==> config.mk <==
export PLATFORM = sky130hd
export DESIGN_NAME = seg_scan_reader
export DESIGN_NICKNAME = d
export VERILOG_FILES = /design/src/rtl/seg_scan_reader.sv
export SDC_FILE = /design/constraint.sdc
export NUM_CORES = 1
export LEC_CHECK = 0
export BUFFER_PORTS_ARGS = -buffer_cell sky130_fd_sc_hd__buf_2
export CAP_MARGIN = 15
export CORE_AREA = 8 8 99 101
export DETAILED_ROUTE_END_ITERATION = 8
export DIE_AREA = 0 0 107 109
export PLACE_DENSITY = 0.66
export SYNTH_ARGS = -nofsm -noshare
export SYNTH_HDL_FRONTEND = slang
export SYNTH_SLANG_ARGS = --single-unit
==> constraint.sdc <==
create_clock -name clk -period 3.15 [get_ports clk]
set_clock_uncertainty 0.1 [all_clocks]
set_input_delay 0.4725 -clock clk [delete_from_list [all_inputs] [get_ports clk]]
set_output_delay 0.4725 -clock clk [all_outputs]
set_load 0.05 [all_outputs]
==> src/rtl/seg_scan_reader.sv <==
// Seven-segment bus read-back monitor: inverse-decodes the multiplexed display
// bus into a hex frame, flags illegal glyphs, and watches for a stalled scan.
module seg_scan_reader #(
   parameter int DIGITS         = 4,
   parameter int STABLE_CYCLES  = 8,
   parameter int TIMEOUT_CYCLES = 65535
) (
   input  logic                  clk,
   input  logic                  rst,
   input  logic [6:0]            seg_hex,
   input  logic [DIGITS-1:0]     seg_sel,
   output logic [4*DIGITS-1:0]   value,
   output logic                  value_valid,
   output logic [DIGITS-1:0]     digit_err,
   output logic                  frame_err,
   output logic                  scan_lost
);

   // state | meaning
   // SEEK  | select is blank or has several digits lit; nothing to capture
   // COUNT | one digit lit; counting consecutive identical samples
   // HOLD  | digit captured for this dwell; wait for the pair to change
   typedef enum logic [1:0] {SEEK, COUNT, HOLD} state_t;

   localparam int IW   = $clog2(TIMEOUT_CYCLES + 1);
   localparam int IDXW = (DIGITS > 1) ? $clog2(DIGITS) : 1;
   localparam logic [6:0] BLANK_HEX = 7'b0111111;

   function automatic logic [4:0] decode(input logic [6:0] p);
      case (p)
         7'b1000000: return 5'h00;
         7'b1111001: return 5'h01;
         7'b0100100: return 5'h02;
         7'b0110000: return 5'h03;
         7'b0011001: return 5'h04;
         7'b0010010: return 5'h05;
         7'b0000010: return 5'h06;
         7'b1111000: return 5'h07;
         7'b0000000: return 5'h08;
         7'b0010000: return 5'h09;
         7'b0001000: return 5'h0A;
         7'b0000011: return 5'h0B;
         7'b0100111: return 5'h0C;
         7'b0100001: return 5'h0D;
         7'b0000110: return 5'h0E;
         7'b0001110: return 5'h0F;
         default:    return 5'h10;
      endcase
   endfunction

   state_t                   state_q, state_d;
   logic [DIGITS-1:0]        sel_q, sel_d;
   logic [6:0]               hex_q, hex_d;
   logic [7:0]               cnt_q, cnt_d;
   logic [IW-1:0]            idle_q, idle_d;
   logic [DIGITS-1:0]        captured_q, captured_d;
   logic [DIGITS-1:0][3:0]   slot_nib_q, slot_nib_d;
   logic [DIGITS-1:0]        slot_err_q, slot_err_d;
   logic [4*DIGITS-1:0]      value_q, value_d;
   logic                     valid_q, valid_d;
   logic [DIGITS-1:0]        digit_err_q, digit_err_d;
   logic                     frame_err_q, frame_err_d;
   logic                     lost_q, lost_d;

   logic                     same, new_onehot, capture;
   logic [IDXW-1:0]          idx;
   logic [4:0]               dec;

   always_comb begin
      sel_d      = seg_sel;
      hex_d      = seg_hex;
      // Samples are counted as they enter the input register, so the held
      // pair is compared against the one arriving on this edge.
      same       = (seg_sel == sel_q) && (seg_hex == hex_q);
      new_onehot = $onehot(~seg_sel);
      dec        = decode(hex_q);
      idx        = '0;
      for (int i = 0; i < DIGITS; i++) begin
         if (!sel_q[i]) idx = IDXW'(i);
      end

      state_d = state_q;
      cnt_d   = cnt_q;
      capture = 1'b0;
      case (state_q)
         SEEK: begin
            cnt_d = '0;
            if (new_onehot) state_d = COUNT;
         end
         COUNT: begin
            if (!same) begin
               cnt_d   = '0;
               state_d = new_onehot ? COUNT : SEEK;
            end else if (cnt_q == 8'(STABLE_CYCLES - 2)) begin
               capture = 1'b1;
               cnt_d   = '0;
               state_d = HOLD;
            end else begin
               cnt_d = cnt_q + 8'd1;
            end
         end
         HOLD: begin
            cnt_d = '0;
            if (!same) state_d = new_onehot ? COUNT : SEEK;
         end
         default: begin
            cnt_d   = '0;
            state_d = SEEK;
         end
      endcase

      captured_d  = captured_q;
      slot_nib_d  = slot_nib_q;
      slot_err_d  = slot_err_q;
      value_d     = value_q;
      digit_err_d = digit_err_q;
      frame_err_d = frame_err_q;
      valid_d     = 1'b0;
      idle_d      = idle_q;
      lost_d      = lost_q;

      if (&captured_q) begin
         value_d     = slot_nib_q;
         digit_err_d = slot_err_q;
         frame_err_d = |slot_err_q;
         valid_d     = 1'b1;
         captured_d  = '0;
      end

      // A capture on the timeout edge wins; the partial frame survives.
      if (capture) begin
         captured_d[idx] = 1'b1;
         slot_nib_d[idx] = dec[3:0];
         slot_err_d[idx] = dec[4];
         idle_d          = '0;
         lost_d          = 1'b0;
      end else if (idle_q >= IW'(TIMEOUT_CYCLES - 1)) begin
         idle_d     = IW'(TIMEOUT_CYCLES);
         lost_d     = 1'b1;
         captured_d = '0;
      end else begin
         idle_d = idle_q + IW'(1);
      end
   end

   always_ff @(posedge clk or posedge rst) begin
      if (rst) begin
         state_q     <= SEEK;
         sel_q       <= '1;
         hex_q       <= BLANK_HEX;
         cnt_q       <= '0;
         idle_q      <= '0;
         captured_q  <= '0;
         slot_nib_q  <= '0;
         slot_err_q  <= '0;
         value_q     <= '0;
         valid_q     <= 1'b0;
         digit_err_q <= '0;
         frame_err_q <= 1'b0;
         lost_q      <= 1'b0;
      end else begin
         state_q     <= state_d;
         sel_q       <= sel_d;
         hex_q       <= hex_d;
         cnt_q       <= cnt_d;
         idle_q      <= idle_d;
         captured_q  <= captured_d;
         slot_nib_q  <= slot_nib_d;
         slot_err_q  <= slot_err_d;
         value_q     <= value_d;
         valid_q     <= valid_d;
         digit_err_q <= digit_err_d;
         frame_err_q <= frame_err_d;
         lost_q      <= lost_d;
      end
   end

   assign value       = value_q;
   assign value_valid = valid_q;
   assign digit_err   = digit_err_q;
   assign frame_err   = frame_err_q;
   assign scan_lost   = lost_q;

endmodule

### After elaboration in Yosys (flattened, before gate mapping)

Cells that the tools add are included.

* bits in registers: 84
* word-level logic and storage cells: 88

* add/sub/neg operators: 5
* $lt $le $gt $ge: 3
* equality and inequality tests: 24
* mux-type cells: 30
* bitwise operators: 2
* reductions and logical operators: 8

Operators by type and width (count)
* 5-bit one-hot mux with 16 select lines: 1
* 16-bit 2-to-1 mux: 2
* 7-bit by 6-bit equality test with 1-bit output, second input constant: 4
* 8-bit 2-to-1 mux: 3
* 7-bit by 5-bit equality test with 1-bit output, second input constant: 3
* 7-bit equality test, second input constant: 3
* 16-bit by 1-bit adder with 16-bit output, second input constant: 1
* 16-bit bitwise mux: 1
* 16-bit >= comparator, second input constant: 1
* 4-bit 2-to-1 mux: 4
* 7-bit by 2-bit equality test with 1-bit output, second input constant: 2
* 7-bit by 4-bit equality test with 1-bit output, second input constant: 2
* 2-bit 2-to-1 mux: 6
* 1-bit 2-to-1 mux: 9
* 8-bit by 1-bit adder with 8-bit output, second input constant: 1
* 4-bit demux with 2-bit select: 1
* 8-bit by 3-bit equality test with 1-bit output, second input constant: 1
* 7-bit by 3-bit equality test with 1-bit output, second input constant: 1
* 7-bit equality test: 1
* 7-bit logical NOT: 1
* 2-bit one-hot mux with 3 select lines: 1
* 1-bit by 1-bit adder with 2-bit output: 2
* 4-bit bitwise mux: 1
* 4-bit equality test: 1
* other kinds (17): 19

### Depth between registers and ports, before layout

Gate-level depths: netlist of the first run.

* depth in word-level cells: 9
* mapped depth: 8
* gate-level depth less buffers: 7

### Least setup slack after synthesis of the first run

Ideal clock, no wire load.

* kind: input to register
* from: input port seg_sel[3]
* to: register slot_nib_q[5] in the netlist's numbering
* setup time: 0.125 ns
* data arrival time: 2.133 ns
* required time: 2.925 ns
* slack: 0.792 ns
* stages on the path: 6
* path buffers: 1
* cells stage by stage: xor2_1 -> nor4_1 -> nand4_2 -> or4_1 -> buf_2 -> mux2_4

* longest elaborated chain between the ends: 4

RTL lines
* start: declaration: line 11 `input logic [DIGITS-1:0] seg_sel,`
* 4-bit equality test: line 74 `same = (seg_sel == sel_q) && (seg_hex == hex_q);`
* 1-bit logical AND: line 74
* 1-bit 2-to-1 mux: line 91 `if (!same) begin`
* 1-bit 2-to-1 mux: line 85 `case (state_q)`
* end signal: assignment: line 168 `slot_nib_q <= slot_nib_d;`
* end: declaration: line 57 `logic [DIGITS-1:0][3:0] slot_nib_q, slot_nib_d;`

Every way passes these cells.
A chain may end at the register's enable or synchronous reset.

### Worst setup path after layout of the first run

* from: register hex_q[5]
* to: register slot_nib_q[5] in the netlist's numbering

* longest elaborated chain between the ends: 4
* elaborated cells between the ends (all ways): 22

RTL lines
* start: declaration: line 53 `logic [6:0] hex_q, hex_d;`
* start signal: assignment: line 150 `hex_q <= BLANK_HEX;`
* start signal: assignment: line 164 `hex_q <= hex_d;`
* parallel branches: the longest is 4 deep, another holds 5-bit one-hot mux with 16 select lines

Parallel ways; which one is timed is not known.

==> results of run 1 <==
-- flip-flops by register name, indices dropped and copies added (netlist names) --
name	count
captured_q	4
cnt_q	8
digit_err	4
frame_err	1
hex_q	7
idle_q	16
scan_lost	1
sel_q	4
slot_err_q	4
slot_nib_q	16
state_q	2
value	16
value_valid	1
-- critical path: cells and delay by family, from the launching register on --
| kind | cells | cell delay (ns) |
|---|---|---|
| multiplexers | 1 | 0.36 |
| XOR/XNOR | 1 | 0.10 |
| AND/OR/NAND/NOR | 3 | 1.48 |
| flip-flops | 1 | 0.67 |
-- final timing paths --
kind                       cells after the start            end          start
min reg2reg                                    2       value[1]  slot_nib_q[1]
max                                            5  slot_nib_q[5]       hex_q[5]
max in group asynchronous                      4      idle_q[9]            rst
min in group asynchronous                      3     idle_q[12]            rst
max reg2reg                                    5  slot_nib_q[5]       hex_q[5]
min                                            1       hex_q[1]     seg_hex[1]
-- power by group --
part	internal (W)	total, W	switching, W	leakage, nW
Sequential	0.00119	0.00131	0.000117	0.951
Clock	0.000378	0.000781	0.000403	0.101
Combinational	0.000166	0.000340	0.000174	1.06
-- stage by stage --
step	util, %	instance area (µm²)	setup WS (ns)
finish	52.11	4367	0.3362
global placement	49.54	4151	0.4237
floorplan	-	3862	0.4289
CTS	52.11	4367	0.3271
detailed placement	49.54	4151	0.3407
global route	52.11	4367	0.09235
-- cell families after synthesis --
| logic type | Yosys count | share of synthesized area (%) |
|---|---|---|
| xor gates and xnor gates | 29 | 6.576 |
| AOI/OAI and AO/OA | 59 | 8.973 |
| DFF | 84 | 54.75 |
| and+or+nand+nor | 135 | 17.43 |
| muxes | 20 | 5.637 |
| buffers and inverters | 42 | 4.179 |
| adders and majority gates | 7 | 2.462 |
-- layout make-up --
class | instances | area [µm²]
sequential | 84 | 2115
clock buffer | 9 | 123.9
tap | 108 | 135.1
fill | 742 | 4014
inverter | 25 | 95.09
multi-input combinational | 250 | 1587
timing repair buffer | 42 | 230.2
clock inverter | 7 | 81.33
-- layer usage --
metal | global-route usage, % | part of all wire, % | wire length, µm | vias up
met5 | 0 | 0 | 0 | -
met4 | 7.839 | 2.4 | 171 | 0
met3 | 3.073 | 4.3 | 310 | 14
met2 | 21.05 | 44 | 3174 | 49
met1 | 17.05 | 49 | 3495 | 1292
li1 | - | - | - | 1358
-- synthesized netlist by cell type, types with 5 or more instances --
| cell | n | share of area (%) |
|---|---|---|
| xor2_1 | 19 | 4.3 |
| a21oi_1 | 21 | 2.7 |
| nor3_1 | 6 | 0.78 |
| clkbuf_1 | 13 | 1.3 |
| xnor2_1 | 10 | 2.3 |
| dfrtp_1 | 74 | 48 |
| inv_1 | 23 | 2.2 |
| nor2_1 | 24 | 2.3 |
| o21ai_1 | 5 | 0.65 |
| nor4_1 | 6 | 0.97 |
| nand3_1 | 13 | 1.7 |
| nand2_1 | 50 | 4.9 |
| mux2i_1 | 12 | 3.1 |
| or3_1 | 5 | 0.81 |
| ha_1 | 6 | 1.9 |
| dfstp_2 | 10 | 6.8 |
| o21ai_0 | 16 | 2.1 |
-- cells in the final DEF, fill, tap and decap left out, types with 6 or more instances in the layout --
| cell | count |
|---|---|
| buf_4 | 6 |
| dfrtp_1 | 74 |
| xor2_1 | 19 |
| o21ai_0 | 16 |
| xnor2_1 | 10 |
| inv_1 | 22 |
| nand2_1 | 50 |
| nor4_1 | 6 |
| nand3_1 | 13 |
| nor3_1 | 6 |
| dfstp_2 | 10 |
| a21oi_1 | 21 |
| mux2i_1 | 12 |
| nor2_1 | 24 |
| ha_1 | 6 |
| buf_2 | 35 |
| clkbuf_8 | 9 |
-- timing repair --
action,4_1_cts,5_1_grt
hold buffers,1,0
setup buffers,0,0
hold endpoints to repair,6,0
resized for setup,0,0
==> run_results.csv, run 1 <==
group,metric,value,unit
cts,cts_max_level,3,
synth,synth_cells,376,
cts,numCtsBuffers,9,
synth,ys_ff_latch,84,
drt,drt-total-wl,7151,µm
sta,worst_pin_slew,1.040,ns
sta,setup_violations,0,
global_route,grt_overflow,0,
floorplan,ios,36,
synth,ys_types,52,
cells_and_area,nets,432,
sta,post-route-period-util,89.33,%
floorplan,start_util,46.09,%
synth,synth-async-reset-ratio,100.0,%
sta,max_freq,355.4,MHz
pwr,worst_ir_drop_vdd,0.0002637,V
drt,ant_nets,0,
cts,cts_root_buffer,"clkbuf_8",
cts,cts_buffer_depth,2,
cells_and_area,area_growth,13.05,%
cells_and_area,stdcell_count,525,
setup_path,end_kind,"flip-flop",
cells_and_area,drive_gt1_share,18.94,%
synth,postSynthAreaPerCell,10.27,µm²
global_route,grt_use_total,13.51,%
placement,place_hpwl,5127,µm
drt,first_iter_violations,94,
global_route,grt_pass1_vias,2681,
setup_path,worstPathRequired,3.29,ns
synth,synthFlopType,"dfrtp_1",
sta,final-max-slew-violation-count,0,
sta,timing.slew.headroom,30.60,%
sta,finalHoldViolCount,0,
cts,tritoncts,"yes",
flow_run,drv_cap,0,
drt,num_vias,2713,
global_route,antenna_found_initial,0,
sta,fin_tns_setup,0,ns
setup_path,crit_path_cell_trace,"xor2_1 > nor4_1 > nand4_2 > or4_1 > mux2_4",
cts,cts.sinks,84,
global_route,grt_max_degree,32,
floorplan,die_x,107,µm
setup_path,worstPathArrival,2.96,ns
synth,synth_area,3862,µm²
pwr,power_density,555.7,nW/µm²
setup_path,path_class,"flip-flop to flip-flop",
pwr,finalPower,0.002427,W
worst_hold_path,hold_class,"input port to flip-flop",
run_status,status,"complete, no violations",
floorplan,die_h,109,µm
sta,rsz0062_at_grt,"false",
placement,gp_congestion,0.7573,
setup_path,path_max_fanout,14,
placement,placed_cells,508,
global_route,grt_pass1_wl,12540,µm
drt,remaining_drc_errors,0,
setup_path,start_kind,"flip-flop",
cts,clkTransAtPathRegs,0.09,ns
placement,io_buffers,35,
setup_path,rrSetupSlack,0.34,ns
synth,synth_edf_count,0,
floorplan,dieArea,11660,µm²
drt,viasPerCell,5.168,
cells_and_area,antenna_cells,0,
setup_path,worst_path_largest_cell_delay,0.67,ns
floorplan,coreArea,8381,µm²
floorplan,rows,34,
synth,synth_warnings,0,
sta,post-route-min-period,2.814,ns
synth,ys_seq_area_share,54.75,%
drt,drt_pass1_iterations,4,
synth,synth_nets,396,
pwr,p_leak,2.115,nW
drt,wire_per_inst,13.62,µm
setup_path,cp_slowest_cell,"dfstp_2",
sta,whs,0.1244,ns
cts,clk_latency,0.36,ns
Power figures use the tool's default switching activity.
==> run 2: changes to the inputs <==
- CORE_AREA: 8 8 99 101 -> 2 2 93 95
- DIE_AREA: 0 0 107 109 -> 0 0 95 97
- GPL_ROUTABILITY_DRIVEN: not set -> 1
- HOLD_SLACK_MARGIN: not set -> 0.15
==> run_results.csv, run 2 (synthesis results as in run 1) <==
group,metric,value,unit
placement,gp_congestion,0.7656,
placement,place_hpwl,4856,µm
setup_path,path_delay_family,"simple AND/OR/NAND/NOR gates",
cts,post_cts_buffers,0,
cells_and_area,drive_gt1_share,18.31,%
worst_hold_path,hold_class,"flip-flop to flip-flop",
setup_path,r2r_start,"hex_q[4]",
drt,first_iter_violations,140,
cells_and_area,stdcell_count,531,
cts,cts_max_level,3,
sta,worst_pin_slew,1.037,ns
sta,max_freq,349.9,MHz
drt,ant_nets,0,
global_route,grt_use_total,17.14,%
drt,num_vias,2776,
cells_and_area,antenna_cells,0,
setup_path,rrSetupSlack,0.46,ns
worst_hold_path,hold_start,"value[7]",
placement,io_buffers,35,
sta,post-route-period-util,90.72,%
floorplan,ios,36,
setup_path,worstPathRequired,3.29,ns
cts,cts_buffer_depth,2,
cells_and_area,fillers,717,
global_route,grt_overflow,0,
global_route,antenna_found_initial,0,
global_route,grt_pass1_vias,2629,
setup_path,worst_path_largest_cell_delay,0.64,ns
cts,numCtsBuffers,9,
sta,rsz0062_at_grt,"false",
drt,wire_per_inst,13.70,µm
cts,tritoncts,"yes",
setup_path,critical_path_buf_inv_count,2,
setup_path,critPathLaunch,"seg_hex[5]",
floorplan,die_x,95,µm
cts,clk_latency,0.36,ns
setup_path,end_kind,"flip-flop",
pwr,worst_ir_drop_vdd,0.0002700,V
cells_and_area,layout_commonest_cell,"dfrtp_1",
cells_and_area,area_growth,16.36,%
run_status,status,"complete, no violations",
floorplan,rows,33,
placement,placed_cells,503,
cts,cts.sinks,84,
cts,clkTransAtPathRegs,0.09,ns
setup_path,rr_worst_depth,5,
sta,final-max-slew-violation-count,0,
sta,whs,0.3714,ns
setup_path,crit_path_cell_trace,"dlygate4sd3_1 > buf_2 > xor2_1 > nor4_2 > nand4_2 > or4_1 > mux2_4",
setup_path,path_class,"input port to flip-flop",
sta,post-route-min-period,2.858,ns
setup_path,cp_slowest_cell,"or4_1",
cells_and_area,final_cell_mix,"74 x dfrtp_1, 50 x nand2_1, 35 x buf_2",
sta,timing.slew.headroom,30.79,%
floorplan,dieArea,9215,µm²
cells_and_area,nets,441,
floorplan,die_h,97,µm
worst_hold_path,hold_depth,2,
global_route,grt_max_degree,85,
drt,drt_pass1_iterations,4,
setup_path,r2r_end,"slot_nib_q[7]",
setup_path,path_max_fanout,6,
drt,viasPerCell,5.228,
cts,cts_root_buffer,"clkbuf_8",
pwr,power_density,555.5,nW/µm²
drt,drt-total-wl,7275,µm
sta,setup_violations,0,
drt,remaining_drc_errors,0,
floorplan,start_util,47.48,%
setup_path,worstPathArrival,3.00,ns
sta,finalHoldViolCount,0,
pwr,p_leak,2.159,nW
worst_hold_path,holdPathEnd,"value[7]",
setup_path,start_kind,"input port",
sta,fin_tns_setup,0,ns
global_route,grt_pass1_wl,12340,µm
floorplan,coreArea,8134,µm²
flow_run,drv_cap,0,
==> run 2: cell count changes in the layout (fill, tap and decap cells not counted), sizes merged <==
cell,change
dlygate4sd3,+11
inv,-4
buf,-2
bufinv,+1
clkbuf,+1
clkinv,+1
clkinvlp,+1
==> run 2: report_power, final <==
part / internal [W] / leakage, nW / total, W / switching (W)
Sequential: 0.00119 / 0.951 / 0.00131 / 0.000116
Clock: 0.000446 / 0.102 / 0.000831 / 0.000385
Combinational: 0.000176 / 1.10 / 0.000361 / 0.000185
Total: 0.00181 / 2.16 / 0.00250 / 0.000686
==> run 2: layer usage <==
metal	up-vias	global-route usage, %	part of all wire [%]
li1	1371	-	-
met1	1337	24.29	49
met2	58	25.15	45
met3	10	4.984	4.1
met4	0	5.909	1.7
met5	-	0	0
==> run 2: area by class of cell <==
class / count / area, µm² / area share [%]
Sequential cell: 84 / 2115 / 47.05
Multi-Input combinational cell: 250 / 1599 / 35.58
Timing Repair Buffer: 51 / 337.8 / 7.517
Tap cell: 105 / 131.4 / 2.923
Clock buffer: 10 / 127.6 / 2.840
Inverter: 25 / 95.09 / 2.116
Clock inverter: 6 / 88.84 / 1.977
==> run 2: what timing repair did <==
item,4_1_cts,5_1_grt
endpoints found under the setup margin,0,3
hold endpoints to repair,85,0
resized for setup,0,2
hold buffers,12,0
==> run 2: worst register-to-register path, cell delays in order (launching register included) <==
cell and delay (ns):
dfstp_2 0.67, xor2_1 0.14, nor4_1 0.46, nand4_2 0.22
or4_1 0.64, mux2_4 0.36
==> run 2: worst max path at each step <==
stage | endpoint | slack [ns] | cells past startpoint
final | slot_nib_q[7] | 0.29 | 7
after global placement | slot_nib_q[5] | 0.42 | 6
after global routing | slot_nib_q[5] | 0.16 | 7
after floorplan | captured_q[0] | 0.43 | 1
after detailed placement | slot_nib_q[5] | 0.29 | 5
after CTS | slot_nib_q[7] | 0.05 | 7
==> run 2: metrics by stage <==
step | setup slack (ns) | power (W) | util (%) | instance area (µm²)
6_report | 0.2924 | 0.002497 | 55.25 | 4494
5_1_grt | 0.1594 | 0.002650 | 55.25 | 4494
4_1_cts | 0.04689 | 0.002519 | 55.10 | 4482
3_5_place_dp | 0.2939 | 0.001671 | 50.96 | 4145
3_3_place_gp | 0.4225 | 0.001653 | 50.96 | 4145
2_1_floorplan | 0.4289 | 0.001582 | - | 3862
==> run 3: changes to the inputs <==
- ABC_AREA: not set -> 1
- CORE_AREA: 2 2 93 95 -> 2 2 98 100
- DIE_AREA: 0 0 95 97 -> 0 0 100 102
- PLACE_DENSITY: 0.66 -> not set
==> run_results.csv, run 3 <==
group,metric,value,unit
run_status,status,"complete, no violations",
synth,postSynthAreaPerCell,7.977,µm²
floorplan,dieArea,10200,µm²
drt,wire_per_inst,11.58,µm
placement,post_dp_cell_area,4579,µm²
synth,post_synth_most_frequent_cells,"216 x nand2_1, 74 x dfrtp_1, 56 x inv_1",
drt,drt-total-wl,8189,µm
cells_and_area,fin_area,4887,µm²
sta,timing.slew.headroom,48.95,%
placement,io_buffers,35,
drt,first_iter_violations,159,
placement,gp_congestion,0.8256,
cts,cts_buffer_depth,2,
cells_and_area,multi_input_area,1864,µm²
synth,netlist.area_leader.share,43.39,%
floorplan,start_util,46.85,%
setup_path,worstPathArrival,3.07,ns
synth,synthTopCellsByArea,"dfrtp_1 43%, nand2_1 19%, dfstp_2 6.2%",
floorplan,coreArea,9109,µm²
pwr,combPwrFrac,9.1,%
synth,ys_ff_latch,84,
synth,synth.most_common_cell,"nand2_1",
cts,cts_max_level,3,
pwr,p_sw_share,28.35,%
flow_run,drv_cap,0,
floorplan,ios,36,
setup_path,rrSetupSlack,1.08,ns
setup_path,worstPathRequired,3.32,ns
floorplan,die_h,102,µm
drt,viasPerCell,4.740,
cts,tritoncts,"yes",
setup_path,path_max_fanout,4,
setup_path,path_class,"input port to flip-flop",
synth,synth_cells,535,
drt,remaining_drc_errors,0,
cells_and_area,antenna_cells,0,
pwr,power.internal,0.001472,W
drt,ant_nets,0,
cells_and_area,layout_commonest_cell,"nand2_1",
sta,post-route-min-period,2.895,ns
setup_path,r2r_end,"captured_q[1]",
placement,post-place-ws,0.4522,ns
synth,synth_area,4268,µm²
synth,ys_seq_area_share,49.55,%
pwr,p_leak,2.786,nW
placement,place_hpwl,5935,µm
floorplan,die_x,100,µm
cells_and_area,final_cell_mix,"216 x nand2_1, 74 x dfrtp_1, 55 x inv_1",
sta,worst_pin_slew,0.7648,ns
synth,synth_nets,555,
sta,finalHoldViolCount,0,
cts,cts_resized,0,
sta,setup_slack,0.2550,ns
drt,drt_pass1_iterations,4,
cells_and_area,area_growth,14.51,%
cells_and_area,nets,611,
cells_and_area,post-route-util,53.65,%
worst_hold_path,hold_class,"flip-flop to flip-flop",
synth,synth-async-reset-ratio,100.0,%
sta,fin_tns_setup,0,ns
cts,clkTransAtPathRegs,0.09,ns
worst_hold_path,hold_start,"value[11]",
pwr,seqPwrFrac,54.8,%
global_route,grt_pass1_wl,14560,µm
drt,num_vias,3351,
cells_and_area,fillers,854,
cts,cts.sinks,84,
cells_and_area,drive_gt1_share,19.46,%
floorplan,rows,35,
sta,post-route-period-util,91.91,%
setup_path,r2r_start,"hex_q[5]",
setup_path,end_kind,"flip-flop",
sta,setup_violations,0,
pwr,p_clk_share,36.2,%
cts,numCtsBuffers,9,
synth,synth_warnings,0,
synth,synthFlopType,"dfrtp_1",
cells_and_area,seqCellArea,2115,µm²
cts,clk_latency,0.35,ns
worst_hold_path,hold_depth,2,
cts,post_cts_buffers,0,
synth,ys_types,32,
global_route,grt_use_total,17.72,%
sta,max_freq,345.4,MHz
pwr,p_switching,0.0005826,W
cts,cts_root_buffer,"clkbuf_8",
setup_path,rr_worst_depth,10,
pwr,worst_ir_drop_vdd,0.0002667,V
global_route,antenna_found_initial,0,
worst_hold_path,holdPathEnd,"value[11]",
sta,rsz0062_at_grt,"false",
sta,final-max-slew-violation-count,0,
global_route,grt_pass1_vias,3184,
pwr,power_density,420.5,nW/µm²
synth,yosysTopAreaCell,"dfrtp_1",
setup_path,start_kind,"input port",
global_route,grt_overflow,0,
global_route,grt_max_degree,45,
synth,synth_edf_count,0,
-- run 3: cell count changes in the layout (fill, tap and decap cells not counted), moves of 10 or more --
| cell | previous run | this run |
|---|---|---|
| a21oi_1 | 21 | 5 |
| nand2_1 | 50 | 216 |
| xor2_1 | 19 | 6 |
| nor2_1 | 24 | 52 |
| o21ai_2 | 0 | 10 |
| inv_1 | 22 | 55 |
| inv_2 | 2 | 13 |
| mux2i_1 | 12 | 0 |
-- run 3: how the worst max path moves through the flow --
stage,from,endpoint
2_1_floorplan,rst,captured_q[0]
3_3_place_gp,seg_sel[0],state_q[1]
3_5_place_dp,seg_sel[0],state_q[1]
4_1_cts,seg_sel[0],state_q[1]
5_1_grt,seg_sel[0],state_q[1]
6_report,seg_sel[0],state_q[1]
-- run 3: worst max-delay path: stages --
cell and delay, ns:
dlygate4sd3_1 0.53, buf_2 0.15, fa_1 0.52, inv_1 0.04, ha_1 0.17, ha_1 0.26
or3b_2 0.50, nor2_1 0.14, nor2_1 0.05, nand2_1 0.07, nand2_1 0.05, a21oi_1 0.13
-- run 3: cell type report --
type | count | area share (%)
Tap cell | 111 | 2.842
Clock inverter | 7 | 1.306
Inverter | 70 | 5.402
Sequential cell | 84 | 43.27
Clock buffer | 9 | 2.535
Multi-Input combinational cell | 376 | 38.15
Timing Repair Buffer | 50 | 6.503
-- run 3: what timing repair did --
action,CTS,global route
hold buffers,12,0
hold endpoints to repair,12,0
endpoints found under the setup margin,0,0
-- run 3: cells by family after synthesis --
family	share of synthesized area (%)
and+or+nand+nor	35.09
DFF	49.55
buffers and inverters	6.772
AOI/OAI and AO/OA	3.899
xor gates and xnor gates	2.463
adders and majority gates	2.228
-- run 3: stage by stage --
stage / hold WS [ns] / power [W] / instances
global placement: 0.3501 / 0.001317 / 679
detailed placement: 0.3541 / 0.001323 / 679
finish: 0.3730 / 0.002055 / 707
CTS: 0.3771 / 0.002089 / 707
floorplan: 0.3492 / 0.001277 / 535
global route: 0.3976 / 0.002166 / 707
-- run 3: power by group through the flow --
stage          clock network [W]  registers, W  logic (W)
2_1_floorplan                  0       0.00114   0.000137
3_3_place_gp                   0       0.00114   0.000172
3_5_place_dp                   0       0.00115   0.000178
4_1_cts                 0.000774       0.00112   0.000190
5_1_grt                 0.000821       0.00113   0.000216
6_report                0.000744       0.00113   0.000186
-- run 3: layer usage --
layer / vias up / GRT usage [%] / part of all wire (%)
met5: - / 0 / 0
met4: 0 / 6.006 / 1.1
met3: 8 / 2.941 / 2.8
met2: 48 / 28.22 / 45
met1: 1543 / 24.88 / 52
li1: 1752 / - / -
